==> src/rtl/uart_pkg.sv <==
// Shared UART definitions: FSM state encoding, frame constants and the parity helper.
// Imported by both the transmit stage and the bit timer it shares with the receiver.
package uart_pkg;

  typedef enum logic [2:0] {
    IDLE   = 3'd0,
    REQ    = 3'd1,
    WAIT   = 3'd2,
    START  = 3'd3,
    DATA   = 3'd4,
    PARITY = 3'd5,
    STOP   = 3'd6
  } uart_state_t;

  localparam int   DATA_BITS  = 8;
  localparam logic STOP_LEVEL = 1'b1;

  // Even parity: the bit that makes the total count of ones even.
  function automatic logic even_parity(input logic [DATA_BITS-1:0] data);
    return ^data;
  endfunction

endpackage

==> src/rtl/uart_bit_timer.sv <==
// Free-running per-bit counter with synchronous clear; tick marks the last cycle of a bit.
// Kept generic so the receive stage can reuse it unchanged.
module uart_bit_timer import uart_pkg::*; #(
  parameter int CLKS_PER_BIT = 16
) (
  input  logic clk,
  input  logic reset,
  input  logic clear,
  output logic tick
);

  localparam int              CNT_W = $clog2(CLKS_PER_BIT);
  localparam logic [CNT_W-1:0] LAST = CNT_W'(CLKS_PER_BIT - 1);
  localparam logic [CNT_W-1:0] ONE  = CNT_W'(1);
  localparam logic [CNT_W-1:0] ZERO = CNT_W'(0);

  logic [CNT_W-1:0] count_r;

  // Bit-period counter: held at zero while cleared, wraps after the last cycle.
  always_ff @(posedge clk or posedge reset) begin
    if (reset) begin
      count_r <= ZERO;
    end else if (clear) begin
      count_r <= ZERO;
    end else if (count_r == LAST) begin
      count_r <= ZERO;
    end else begin
      count_r <= count_r + ONE;
    end
  end

  assign tick = (count_r == LAST);

endmodule

==> src/rtl/fifo_uart_tx.sv <==
// UART transmitter draining a byte FIFO through its registered read port:
// start bit, 8 data bits LSB first, optional even parity, one stop bit.
module fifo_uart_tx import uart_pkg::*; #(
  parameter int CLKS_PER_BIT = 16,
  parameter int PARITY_EN    = 0
) (
  input  logic       clk,
  input  logic       reset,
  input  logic       fifo_empty,
  input  logic [7:0] fifo_rd_data,
  output logic       fifo_rd_en,
  output logic       tx,
  output logic       busy,
  output logic       frame_done
);

  localparam logic [2:0] LAST_BIT = 3'(DATA_BITS - 1);

  uart_state_t          state_r, state_s;
  logic [DATA_BITS-1:0] shift_r, shift_s;
  logic [2:0]           bit_idx_r, bit_idx_s;
  logic                 parity_r, parity_s;
  logic                 tx_r, tx_s;
  logic                 rd_en_r;
  logic                 busy_r;
  logic                 timer_clear_s;
  logic                 tick_s;

  // The timer idles at zero until START so the start bit gets a full period.
  assign timer_clear_s = (state_r == IDLE) || (state_r == REQ) || (state_r == WAIT);

  uart_bit_timer #(
    .CLKS_PER_BIT(CLKS_PER_BIT)
  ) u_bit_timer (
    .clk  (clk),
    .reset(reset),
    .clear(timer_clear_s),
    .tick (tick_s)
  );

  // Next-state, shift register, bit index and parity; tx is derived from the next state.
  always_comb begin
    state_s   = state_r;
    shift_s   = shift_r;
    bit_idx_s = bit_idx_r;
    parity_s  = parity_r;
    tx_s      = STOP_LEVEL;
    case (state_r)
      IDLE: begin
        if (!fifo_empty) begin
          state_s = REQ;
        end else begin
          state_s = IDLE;
        end
      end
      REQ: begin
        state_s = WAIT;
      end
      WAIT: begin
        shift_s   = fifo_rd_data;
        parity_s  = even_parity(fifo_rd_data);
        bit_idx_s = 3'd0;
        state_s   = START;
      end
      START: begin
        if (tick_s) begin
          state_s = DATA;
        end else begin
          state_s = START;
        end
      end
      DATA: begin
        if (tick_s) begin
          shift_s   = {1'b0, shift_r[DATA_BITS-1:1]};
          bit_idx_s = bit_idx_r + 3'd1;
          if (bit_idx_r == LAST_BIT) begin
            if (PARITY_EN != 0) begin
              state_s = PARITY;
            end else begin
              state_s = STOP;
            end
          end else begin
            state_s = DATA;
          end
        end else begin
          state_s = DATA;
        end
      end
      PARITY: begin
        if (tick_s) begin
          state_s = STOP;
        end else begin
          state_s = PARITY;
        end
      end
      STOP: begin
        if (tick_s) begin
          state_s = IDLE;
        end else begin
          state_s = STOP;
        end
      end
      default: begin
        state_s = IDLE;
      end
    endcase

    case (state_s)
      START:   tx_s = 1'b0;
      DATA:    tx_s = shift_s[0];
      PARITY:  tx_s = parity_s;
      default: tx_s = STOP_LEVEL;
    endcase
  end

  // State and datapath registers; outputs are registered from the next state.
  always_ff @(posedge clk or posedge reset) begin
    if (reset) begin
      state_r   <= IDLE;
      shift_r   <= {DATA_BITS{1'b0}};
      bit_idx_r <= 3'd0;
      parity_r  <= 1'b0;
      tx_r      <= STOP_LEVEL;
      rd_en_r   <= 1'b0;
      busy_r    <= 1'b0;
    end else begin
      state_r   <= state_s;
      shift_r   <= shift_s;
      bit_idx_r <= bit_idx_s;
      parity_r  <= parity_s;
      tx_r      <= tx_s;
      rd_en_r   <= (state_s == REQ);
      busy_r    <= (state_s != IDLE);
    end
  end

  assign tx         = tx_r;
  assign fifo_rd_en = rd_en_r;
  assign busy       = busy_r;
  assign frame_done = (state_r == STOP) && tick_s;

endmodule

==> config.mk <==
export PLATFORM = sky130hd
export DESIGN_NAME = fifo_uart_tx
export DESIGN_NICKNAME = d
export VERILOG_FILES = /design/src/rtl/uart_pkg.sv /design/src/rtl/uart_bit_timer.sv /design/src/rtl/fifo_uart_tx.sv
export SDC_FILE = /design/constraint.sdc
export NUM_CORES = 1
export LEC_CHECK = 0
export ABC_AREA = 1
export ABC_CLOCK_PERIOD_IN_PS = 3200
export BUFFER_PORTS_ARGS = -buffer_cell sky130_fd_sc_hd__clkbuf_2
export CAP_MARGIN = 20
export CORE_MARGIN = 5
export CORE_UTILIZATION = 55
export CTS_CLUSTER_SIZE = 12
export DETAILED_ROUTE_END_ITERATION = 8
export PLACE_DENSITY = 0.8
export SETUP_SLACK_MARGIN = 0.5
export SKIP_LAST_GASP = 1
export SYNTH_ARGS = -nofsm -noshare
export SYNTH_HDL_FRONTEND = slang
export SYNTH_SLANG_ARGS = --single-unit
export TNS_END_PERCENT = 5
==> constraint.sdc <==
create_clock -name clk -period 3.2 [get_ports clk]
set_input_delay 0.32 -clock clk [delete_from_list [all_inputs] [get_ports clk]]
set_output_delay 0.32 -clock clk [all_outputs]
set_load 0.02 [all_outputs]
## Word-level counts from Yosys, hierarchy flattened

Index checks and enable logic that the tools add are counted.

| word-level totals | value |
|---|---|
| flip-flop bits (word level) | 22 |
| input bits | 11 |
| output and inout bits | 4 |
| word-level logic and storage cells | 47 |

| operators by class | value |
|---|---|
| add/sub/neg operators | 2 |
| eq/ne operators | 13 |
| multiplexer cells | 15 |
| reductions and logical operators | 8 |

Operators with widths:

| operator | number |
|---|---|
| $pmux 3 s7 | 1 |
| $eq 3x3->1 const B | 6 |
| $pmux 8 s2 | 1 |
| $mux 3 | 4 |
| $eq 3x2->1 const B | 3 |
| $mux 4 | 2 |
| $mux 8 | 1 |
| $reduce_xor 8->1 | 1 |
| $eq 3x1->1 const B | 2 |
| $pmux 3 s2 | 1 |
| $add 4x1->4 const B | 1 |
| $eq 4x4->1 const B | 1 |
| $mux 2 | 2 |
| $add 3x1->3 const B | 1 |
| $logic_not 3->1 | 1 |
| $pmux 1 s3 | 1 |
| $reduce_bool 3->1 | 1 |
| $logic_or 1x1->1 | 2 |
| $mux 1 | 2 |
| $ne 2x2->1 const B | 1 |
| $reduce_and 2->1 | 1 |
| $reduce_bool 2->1 | 1 |
| $logic_and 1x1->1 | 1 |

## Depth between registers and ports, before layout

Gate-level depths: netlist of run 1.

| depth | value |
|---|---|
| depth after elaboration | 6 |
| mapped depth | 10 |
| gate-level depth less buffers | 10 |

## Cells and area by module

Synthesis of run 1 repeated with hierarchy kept, for this count alone.

| second synthesis, totals | value |
|---|---|
| cell total of the unflattened synthesis | 164 |
| area total of the unflattened synthesis | 1234.9 µm² |

Modules (own cells, without submodules):

| module | instances | cells each | area each (µm²) |
|---|---|---|---|
| fifo_uart_tx | 1 | 141 | 1042.2 |
| uart_bit_timer | 1 | 23 | 192.7 |

## Worst setup path before layout of run 1

OpenSTA, ideal clock, no wires.

| timing | value |
|---|---|
| path type | reg2out |
| start point | register u_bit_timer.count_r[0] |
| end point | output port frame_done |
| arrival | 1203 ps |
| data required time | 2880 ps |
| setup slack | 1677 ps |
| stages on the path, launching flop included | 4 |
| path buffers | 0 |
| path through | dfrtp_1 ha_1 nand3_4 nor3_1 |

| on the way | value |
|---|---|
| word-level cells in the longest chain between the ends | 2 |

Ends and longest elaborated chain:

| element | line | source |
|---|---|---|
| start: declaration | uart_bit_timer.sv:17 | `logic [CNT_W-1:0] count_r;` |
| start signal: assignment | uart_bit_timer.sv:28 | `count_r <= count_r + ONE;` |
| $eq 4x4->1 | uart_bit_timer.sv:32 | `assign tick = (count_r == LAST);` |
| $logic_and 1x1->1 | fifo_uart_tx.sv:140 | `assign frame_done = (state_r == STOP) && tick_s;` |
| end: declaration | fifo_uart_tx.sv:14 | `output logic frame_done` |

Every way passes these cells.

## Worst setup path after layout of run 1

Ends and elaborated chain as after synthesis.

==> out/qor.yml, run 1 <==
clocking:
  cts_resized: 0
  post_cts_buffers: 0
  clk_path_buf_depth: 2
  htreeDepth: 1
  worstSkewPairLatency_ps: 310
  clock-sinks: 22
  cts_tree: "built"
  path_clk_slew_ps: 120
  cts_root_buf: "clkbuf_4"
  cts_made_buffers: 3
  cts-hold-fix-buffers: 0
global_route:
  grt_use_met1_pct: 21.5
  grt-ovfl-total: 0
  met2_usage_pct: 33.2
  grt_pass1_wl_mm: 4.93
  grt_util_met3_pct: 2.16
  grt_pass1_vias: 1178
  track_usage_pct: 18.1
  grt_most_used_layer: "met2"
  grt_start_max_net_pins: 23
  antenna_found_initial: 0
route:
  drc: 0
  antenna_left: 0
  avgViaCountPerCell: 5.01
  drt-initial-drc-count: 65
  avgRoutedWirePerCell_um: 11.7
  vias: 1163
  totalWireLength_mm: 2.71
  dr.pass1.iters: 4
sta:
  final.setup.tns_ps: 0
  min_period_over_period_pct: 56.7
  tightest_slew_ps: 824
  maxSlewViolCount: 0
  hold_violations: 0
  holdWs_ps: 129
  relSlewSlack_pct: 45.0
  rsz0062_at_grt: "false"
  finalCriticalPeriod_ps: 1810
  finClkSkew_ps: 5.45
  fmax_mhz: 551
  final.setup.worst_slack_ps: 1390
  setup-violations-final: 0
status:
  status: "finished clean"
yosys:
  synth.area.top_cells: "dfrtp_1 38%, nand2_1 19%, inv_1 7.1%"
  syn_avg_cell_area_um2: 7.47
  ys_warn_count: 0
  synth.distinct_cells: 28
  synth_fp_nets: 199
  synthesis.instances: 185
  yosysTopAreaCell: "dfrtp_1"
  ys_ff_latch: 22
  yosysSeqAreaShare_pct: 39.9
  synth_top_area_share_pct: 38.0
  syn_area_mm2: 0.00138
power_and_ir_drop:
  powerDensity_mw_per_mm2: 326
  leakage_uw: 0.000889
  finalPower_uw: 494
  vdd_drop_max_v: 0.000291
placed_design:
  port_buffers: 14
  place.gp.congestion: 0.891
  place_area_mm2: 0.00148
  preCtsSetupSlack_ps: 1730
  hpwl_mm: 2.12
min_path:
  hold_class: "input pin to asynchronous set/reset pin"
layout:
  antennaDiodeCount: 0
  finalNetCount: 217
  drive_gt1_share_pct: 19.3
  area_growth_pct: 9.59
  layout_common_cells: "71 x nand2_1, 26 x inv_1, 21 x dfrtp_1"
  final-seq-area_um2: 552
  multiInputGateArea_um2: 704
  layout_commonest_cell: "nand2_1"
  fillers: 222
  fin_area_mm2: 0.00152
setup_path:
  crit_required_ps: 2880
  worstSetupStartpointType: "register"
  cp_slowest_cell: "dfrtp_1"
  reg2regPathDepth: 9
  crit-reg2reg-launch: "u_bit_timer.count_r[0]"
  cp.buffers_inverters: 1
  critical_path_cell_count: 4
  slowest_delay_ps: 390
  critPathCaptureType: "output pin"
  critPathTopFamily: "flip-flops"
  crit_start: "u_bit_timer.count_r[0]"
  cp.arrival_ps: 1490
  cp_max_fo: 9
  path_cells: "ha_1 -> nand3_4 -> nor3_1 -> clkbuf_2"
  critPathKind: "register to output pin"
die:
  io_pins: 15
  core_area_mm2: 0.00243
  dieArea_mm2: 0.00362
  start_util_pct: 56.8
  fp-row-count: 18
  die_h_um: 60.1
  die_x_um: 60.1
flow_run:
  drv_cap: 0
[final cells by class]
cell class                 count  area share (%)
clock buffer                   4            2.39
sequential                    22            36.4
inverter                      30            7.60
multi-input combinational    132            46.5
tap                           30            2.48
timing repair buffer          14            4.62
[sequential cells by signal (all words and copies together), names as in the netlist]
| name | cells |
|---|---|
| bit_idx_r | 3 |
| tx | 1 |
| fifo_rd_en | 1 |
| busy | 1 |
| parity_r | 1 |
| state_r | 3 |
| shift_r | 8 |
| u_bit_timer.count_r | 4 |
[path summary, 6_finish.rpt]
path	to	slack, ps
worst min-delay path	u_bit_timer.count_r[2]	130
min in group clk	fifo_rd_en	170
worst min register to register	u_bit_timer.count_r[0]	490
worst max-delay path	frame_done	1390
max in group asynchronous	state_r[1]	2560
worst max register to register	tx	1720
[cell families after synthesis]
logic type,after synthesis,share of synthesized area (%)
AO/OA/AOI/OAI,15,6.97
buffers and inverters,31,9.14
AND/OR/NAND/NOR,112,40.0
adder cells (fa/ha/maj),3,2.72
XOR/XNOR,2,1.27
flip-flops,22,39.9
[power breakdown]
| group | total [uW] | switching (uW) | internal (uW) |
|---|---|---|---|
| Combinational | 54.8 | 35.7 | 19.2 |
| Sequential | 288 | 2.75 | 285 |
| Clock | 151 | 81.7 | 69.5 |
[metal layers]
layer,wire length (um),up-vias
met1,1180,531
met3,110,2
met4,18,0
li1,-,608
met5,0,-
met2,1400,22
[cells in the mapped netlist]
cell / n
inv_1: 26
inv_4: 1
a21oi_1: 1
nand2_2: 2
nand3_1: 7
nand2_4: 2
o221ai_1: 2
nor2_1: 16
nor2_8: 2
inv_2: 3
nand3_4: 2
dfrtp_1: 21
nor4_1: 1
o21ai_0: 4
xnor2_1: 1
o21ai_1: 2
nand2_1: 71
buf_6: 1
ha_1: 3
o22ai_1: 1
nor2_4: 1
dfstp_2: 1
nand3_2: 4
a22oi_1: 4
xor2_1: 1
a21boi_0: 1
nor2_2: 3
nor3_1: 1
[metrics by stage]
step	instances	utilization, %
2_1_floorplan	185	-
3_3_place_gp	228	60.8
3_5_place_dp	228	60.8
4_1_cts	232	62.3
5_1_grt	232	62.3
6_report	232	62.3
(Power assumes the default switching activity.)
==> inputs of run 2 (changes only) <==
--- a/config.mk
+++ b/config.mk
@@ -6,7 +6,7 @@
 export NUM_CORES = 1
 export LEC_CHECK = 0
 export ABC_AREA = 1
-export ABC_CLOCK_PERIOD_IN_PS = 3200
+export ABC_CLOCK_PERIOD_IN_PS = 1700
 export BUFFER_PORTS_ARGS = -buffer_cell sky130_fd_sc_hd__clkbuf_2
 export CAP_MARGIN = 20
 export CORE_MARGIN = 5
==> constraint.sdc (replaced) <==
create_clock -name clk -period 1.7 [get_ports clk]
set_input_delay 0.17 -clock clk [delete_from_list [all_inputs] [get_ports clk]]
set_output_delay 0.17 -clock clk [all_outputs]
set_load 0.02 [all_outputs]
==> run 2 against run 1 <==
  * First-iteration DRC count is the same
  * Die area is the same
  * Flip-flop and latch count did not move
  * Core utilization grew 6.4 points
  * Register-to-register slack lost 1400 ps
  * Final area increased by 10%
==> out/qor.yml, run 2 (synthesis gave the netlist of run 1 again) <==
placed_design:
  place.gp.congestion: 0.854
  hpwl_mm: 2.10
  dp_cells: 229
  place_area_mm2: 0.00149
  port_buffers: 14
  preCtsSetupSlack_ps: 239
flow_run:
  drv_cap: 0
clocking:
  cts_root_buf: "clkbuf_4"
  worstSkewPairLatency_ps: 290
  clk_path_buf_depth: 2
  htreeDepth: 1
  cts_made_buffers: 3
  clock-sinks: 22
  cts_tree: "built"
  path_clk_slew_ps: 110
power_and_ir_drop:
  leakage_uw: 0.000942
  clkPwrFrac_pct: 26.8
  switching_power_uw: 218
  power_switching_share_pct: 24.6
  intPower_uw: 667
  combPwrFrac_pct: 11.9
  power_frac_seq_pct: 61.3
  powerDensity_mw_per_mm2: 530
  vdd_drop_max_v: 0.000481
  finalPower_uw: 885
status:
  status: "finished clean"
layout:
  drive_gt1_share_pct: 27.6
  finalNetCount: 229
  largest-register: "shift_r"
  instances_no_fill: 244
  area_growth_pct: 20.9
  fillers: 200
  largestRegisters: "shift_r: 8 flops, u_bit_timer.count_r: 4 flops"
  fin_area_mm2: 0.00167
  largest_reg_flops: 8
  antennaDiodeCount: 0
  layout_common_cells: "68 x nand2_1, 26 x inv_1, 18 x dfrtp_1"
  layout_commonest_cell: "nand2_1"
global_route:
  grt_pass1_vias: 1274
  antenna_found_initial: 0
  grt_start_max_net_pins: 23
  grt-ovfl-total: 0
  track_usage_pct: 19.0
  grt_pass1_wl_mm: 5.20
min_path:
  hold_end: "fifo_rd_en"
  min_from: "fifo_empty"
  holdPathStages: 2
  hold_class: "input pin to register"
setup_path:
  path_cells: "ha_4 -> nand3_4 -> nor3_4 -> buf_6"
  critPathCaptureType: "output pin"
  cp.buffers_inverters: 1
  ff2ff_setup_slack_ps: 290
  slowest_delay_ps: 420
  r2r-end: "tx"
  worstSetupStartpointType: "register"
  cp_max_fo: 3
  cp.arrival_ps: 1250
  crit_required_ps: 1530
  critPathTopFamily: "flip-flops"
  critPathKind: "register to output pin"
  crit-reg2reg-launch: "u_bit_timer.count_r[0]"
  cp_slowest_cell: "dfrtp_1"
  reg2regPathDepth: 11
route:
  avgRoutedWirePerCell_um: 11.9
  vias: 1246
  totalWireLength_mm: 2.89
  drc: 0
  dr.pass1.iters: 4
  antenna_left: 0
  drt-initial-drc-count: 65
  avgViaCountPerCell: 5.11
sta:
  relSlewSlack_pct: 81.4
  hold_violations: 0
  fmax_mhz: 702
  final.setup.worst_slack_ps: 276
  final.setup.tns_ps: 0
  finClkSkew_ps: 1.15
  tightest_slew_ps: 279
  maxSlewViolCount: 0
  finalCriticalPeriod_ps: 1420
  min_period_over_period_pct: 83.8
  setup-violations-final: 0
  rsz0062_at_grt: "true"
die:
  die_x_um: 60.1
  dieArea_mm2: 0.00362
  start_util_pct: 56.8
  fp-row-count: 18
  io_pins: 15
  core_area_mm2: 0.00243
  die_h_um: 60.1
-- run 2: power groups by stage --
stage / combinational (uW) / clock (uW) / sequential, uW
floorplan: 66.0 / 0 / 553
global placement: 99.4 / 0 / 552
detailed placement: 105 / 0 / 553
CTS: 107 / 247 / 543
global route: 125 / 277 / 545
finish: 106 / 237 / 543
-- run 2: worst max path at each step --
stage | startpoint | to | slack, ps | cells after the start
2_1_floorplan | u_bit_timer.count_r[0] | tx | 380 | 9
6_report | u_bit_timer.count_r[0] | frame_done | 280 | 4
4_1_cts | u_bit_timer.count_r[1] | frame_done | 240 | 4
5_1_grt | u_bit_timer.count_r[0] | frame_done | 200 | 4
3_3_place_gp | u_bit_timer.count_r[0] | tx | 340 | 9
3_5_place_dp | u_bit_timer.count_r[0] | tx | 240 | 9
-- run 2: final cells by class --
type | instances | area (um^2) | area share, %
Timing Repair Buffer | 26 | 176 | 10.6
Clock buffer | 4 | 26.3 | 1.57
Multi-Input combinational cell | 132 | 758 | 45.4
Inverter | 30 | 118 | 7.04
Tap cell | 30 | 37.5 | 2.25
Sequential cell | 22 | 556 | 33.2
-- run 2: worst reg2reg max path, stage by stage, from the launching register on --
cell and delay [ps]:
dfrtp_1 430, ha_4 190, buf_4 130, nand2_2 80, nor2_4 50, nand2_1 80
nand2_2 70, nor2_4 120, nor2_2 50, nand2_1 50, nand2_1 50, nand2_1 50
-- run 2: routing by layer --
layer  vias to the layer above  share of wire (%)  track usage [%]
li1                        631                  -                -
met1                       588                 42             21.8
met2                        23                 54             34.6
met5                         -                  0                0
met3                         4                3.4             2.59
met4                         0                1.4             8.54
-- run 2: metrics by stage --
step	util, %	hold slack, ps
3_3_place_gp	61.3	194
3_5_place_dp	61.3	202
2_1_floorplan	-	158
4_1_cts	66.0	20.0
5_1_grt	68.7	22.5
6_report	68.7	28.5
-- run 2: repair_timing --
action / CTS / global route
endpoints found under the hold margin: 21 / 0
pin swaps: 1 / 4
buffers inserted: 8 / 2
setup endpoints to repair: 16 / 19
hold buffers: 1 / 0
resized for setup: 6 / 14
==> inputs of run 3 (changes only) <==
--- a/config.mk
+++ b/config.mk
@@ -5,15 +5,15 @@
 export SDC_FILE = /design/constraint.sdc
 export NUM_CORES = 1
 export LEC_CHECK = 0
-export ABC_AREA = 1
-export ABC_CLOCK_PERIOD_IN_PS = 1700
+export ABC_AREA = 0
+export ABC_CLOCK_PERIOD_IN_PS = 1300
 export BUFFER_PORTS_ARGS = -buffer_cell sky130_fd_sc_hd__clkbuf_2
 export CAP_MARGIN = 20
 export CORE_MARGIN = 5
-export CORE_UTILIZATION = 55
+export CORE_UTILIZATION = 50
 export CTS_CLUSTER_SIZE = 12
 export DETAILED_ROUTE_END_ITERATION = 8
-export PLACE_DENSITY = 0.8
+export PLACE_DENSITY = 0.78
 export SETUP_SLACK_MARGIN = 0.5
 export SKIP_LAST_GASP = 1
 export SYNTH_ARGS = -nofsm -noshare
==> constraint.sdc (replaced) <==
create_clock -name clk -period 1.3 [get_ports clk]
set_input_delay 0.13 -clock clk [delete_from_list [all_inputs] [get_ports clk]]
set_output_delay 0.13 -clock clk [all_outputs]
set_load 0.02 [all_outputs]
==> run 3 against run 2 <==
  * The flow now finishes with violations (negative setup slack)
  * Clock power increased by 120%
  * Hold slack better by 34 ps
  * Synthesized cell count down 42%
  * Core utilization grew 3.2 points
  * Global-route usage decreased by 0.49 points
  * Power increased to 3.6 times the previous value
  * Die area is 7.5% lower
  * Critical endpoint is now tx
==> out/qor.yml, run 3 <==
yosys:
  syn_area_mm2: 0.00114
  synth.area.mux_share_pct: 0.984
  synthesis.instances: 108
  synth_compound_area_share_pct: 18.4
  synth_top_area_share_pct: 45.9
  yosysMostFrequentCell: "dfrtp_1"
  ys_warn_count: 0
  synth-simple-area-share_pct: 16.9
  synth_fp_nets: 122
  ys_ff_latch: 22
  synthFlopType: "dfrtp_1"
  synth-adder-area-share_pct: 3.28
  synth_commonest_cells: "21 x dfrtp_1, 8 x xnor2_1, 6 x a221o_1, 6 x and2_1"
  synth.area.top_cells: "dfrtp_1 46%, xnor2_1 6.1%, a221o_1 5.2%"
  yosysSeqAreaShare_pct: 48.2
  postSynth.asyncResetShare_pct: 100
  yosysTopAreaCell: "dfrtp_1"
  synth_top_family_by_area: "compound AO/OA/AOI/OAI gates"
  synthXorXnorAreaFrac_pct: 6.89
  synth.distinct_cells: 34
  synth_edf_count: 0
  syn_avg_cell_area_um2: 10.6
sta:
  maxSlewViolCount: 0
  finalCriticalPeriod_ps: 1610
  holdWs_ps: 62.4
  relSlewSlack_pct: 79.6
  final.setup.tns_ps: -3860
  min_period_over_period_pct: 124
  hold_violations: 0
  fmax_mhz: 622
  final.setup.worst_slack_ps: -307
  setup-violations-final: 17
  rsz0062_at_grt: "true"
  tightest_slew_ps: 304
  finClkSkew_ps: 12.9
layout:
  antennaDiodeCount: 0
  layout_common_cells: "34 x buf_4, 21 x dfrtp_1, 13 x clkbuf_2"
  finalNetCount: 170
  largestRegisters: "shift_r: 8 flops, u_bit_timer.count_r: 4 flops"
  largest_reg_flops: 8
  area_growth_pct: 37.7
  largest-register: "shift_r"
  layout_commonest_cell: "buf_4"
  drive_gt1_share_pct: 40.6
  fillers: 151
clocking:
  htreeDepth: 1
  cts_tree: "built"
  path_clk_slew_ps: 120
  cts_root_buf: "clkbuf_4"
  worstSkewPairLatency_ps: 320
  cts_made_buffers: 3
  clock-sinks: 22
  clk_path_buf_depth: 2
setup_path:
  slowest_delay_ps: 420
  critPathCaptureType: "register"
  cp_max_fo: 6
  ff2ff_setup_slack_ps: -310
  crit-reg2reg-launch: "u_bit_timer.count_r[1]"
  reg2regPathDepth: 7
  critPathKind: "register to register"
  worstSetupStartpointType: "register"
  path_cells: "ha_2 -> and3_4 -> buf_6 -> a211oi_2 -> nor3_2 -> buf_4 -> a22o_1"
  crit_required_ps: 1550
  cp.arrival_ps: 1860
  r2r-end: "tx"
  cp_slowest_cell: "dfrtp_1"
route:
  dr.pass1.iters: 5
  drc: 0
  vias: 1039
  drt-initial-drc-count: 28
  antenna_left: 0
  totalWireLength_mm: 2.81
  avgRoutedWirePerCell_um: 15.3
  avgViaCountPerCell: 5.68
power_and_ir_drop:
  combPwrFrac_pct: 47.7
  powerDensity_mw_per_mm2: 2020
  clkPwrFrac_pct: 16.4
  intPower_uw: 2090
  vdd_drop_max_v: 0.00135
  switching_power_uw: 1090
  power_switching_share_pct: 34.3
  leakage_uw: 0.000770
  power_frac_seq_pct: 35.9
global_route:
  grt-ovfl-total: 0
  grt_pass1_wl_mm: 4.73
  grt_pass1_vias: 1022
  track_usage_pct: 18.5
  antenna_found_initial: 0
  grt_start_max_net_pins: 23
die:
  die_h_um: 57.9
  start_util_pct: 52.3
  core_area_mm2: 0.00219
  die_x_um: 57.9
  dieArea_mm2: 0.00335
  fp-row-count: 17
  io_pins: 15
status:
  status: "finished, violations left"
  failed_checks: "negative setup slack"
placed_design:
  preCtsSetupSlack_ps: -224
  hpwl_mm: 1.96
  port_buffers: 14
  place.gp.congestion: 0.836
min_path:
  min_from: "fifo_rd_data[7]"
  holdPathStages: 3
  hold_end: "shift_r[7]"
  hold_class: "input pin to register"
flow_run:
  drv_cap: 0
-- run 3: cell types whose count changed after synthesis, moves of 4 or more --
| cell | delta |
|---|---|
| a221o_1 | +6 |
| and2_1 | +6 |
| inv_1 | -21 |
| nand2_1 | -69 |
| nand3_1 | -4 |
| nand3_2 | -4 |
| nor2_1 | -12 |
| nor2b_1 | +5 |
| nor3_1 | +4 |
| xnor2_1 | +7 |
-- run 3: final cells by class --
class | instances | area, um^2 | share of cell area [%]
multi-input cells | 74 | 567 | 36.0
flip-flops and latches | 22 | 552 | 35.0
repair buffers | 50 | 352 | 22.3
well taps | 28 | 35.0 | 2.22
clock inverters | 1 | 30.0 | 1.90
clock buffers | 3 | 22.5 | 1.43
inverters | 5 | 18.8 | 1.19
-- run 3: critical path: cells and delay by family, from the launching register on --
family / cells / cell delay [ps]
AO/OA/AOI/OAI: 2 / 400
adder cells (fa/ha/maj): 1 / 200
buffers and inverters: 2 / 260
flip-flops: 1 / 420
AND/OR/NAND/NOR: 2 / 260
-- run 3: cell families (layout without fill, tap and decap cells) --
logic type,Yosys count,in the layout
xor+xnor,9,9
fa+ha+maj,3,3
buf+inv,12,59
compound gates,27,27
mux,1,1
simple gates,34,34
flops,22,22
-- run 3: power by group through the flow --
stage               clock [uW]  sequential [uW]  combinational (uW)
global route               554             1170                1660
floorplan                    0             1110                 792
detailed placement           0             1140                1350
finish                     522             1140                1520
CTS                        526             1130                1420
global placement             0             1130                1280
-- run 3: worst max path at each step --
stage,end,cells past startpoint,start
detailed placement,shift_r[1],5,u_bit_timer.count_r[1]
CTS,frame_done,5,u_bit_timer.count_r[0]
finish,tx,7,u_bit_timer.count_r[1]
floorplan,shift_r[1],7,u_bit_timer.count_r[0]
global placement,tx,6,u_bit_timer.count_r[1]
global route,shift_r[1],5,u_bit_timer.count_r[0]
-- run 3: stage by stage --
step                area, um^2  std cells  util, %  total power (uW)
finish                    1580        183     72.0              3190
floorplan                 1160        108        -              1900
global placement          1420        170     64.9              2410
global route              1580        183     72.0              3390
CTS                       1550        180     70.5              3080
detailed placement        1420        170     64.9              2490
-- run 3: timing repair --
item / 4_1_cts / 5_1_grt
hold endpoints to repair: 22 / 0
pin swaps: 4 / 6
gates resized for setup: 5 / 3
hold buffers: 2 / 0
setup endpoints to repair: 26 / 26
buffers inserted: 4 / 3
-- run 3: per-layer routing --
metal / part of all wire [%] / vias up / global-route usage [%]
met2: 54 / 30 / 33.2
met5: 0 / - / 0
li1: - / 486 / -
met3: 4.8 / 12 / 3.79
met1: 38 / 511 / 20.6
met4: 3.0 / 0 / 9.27
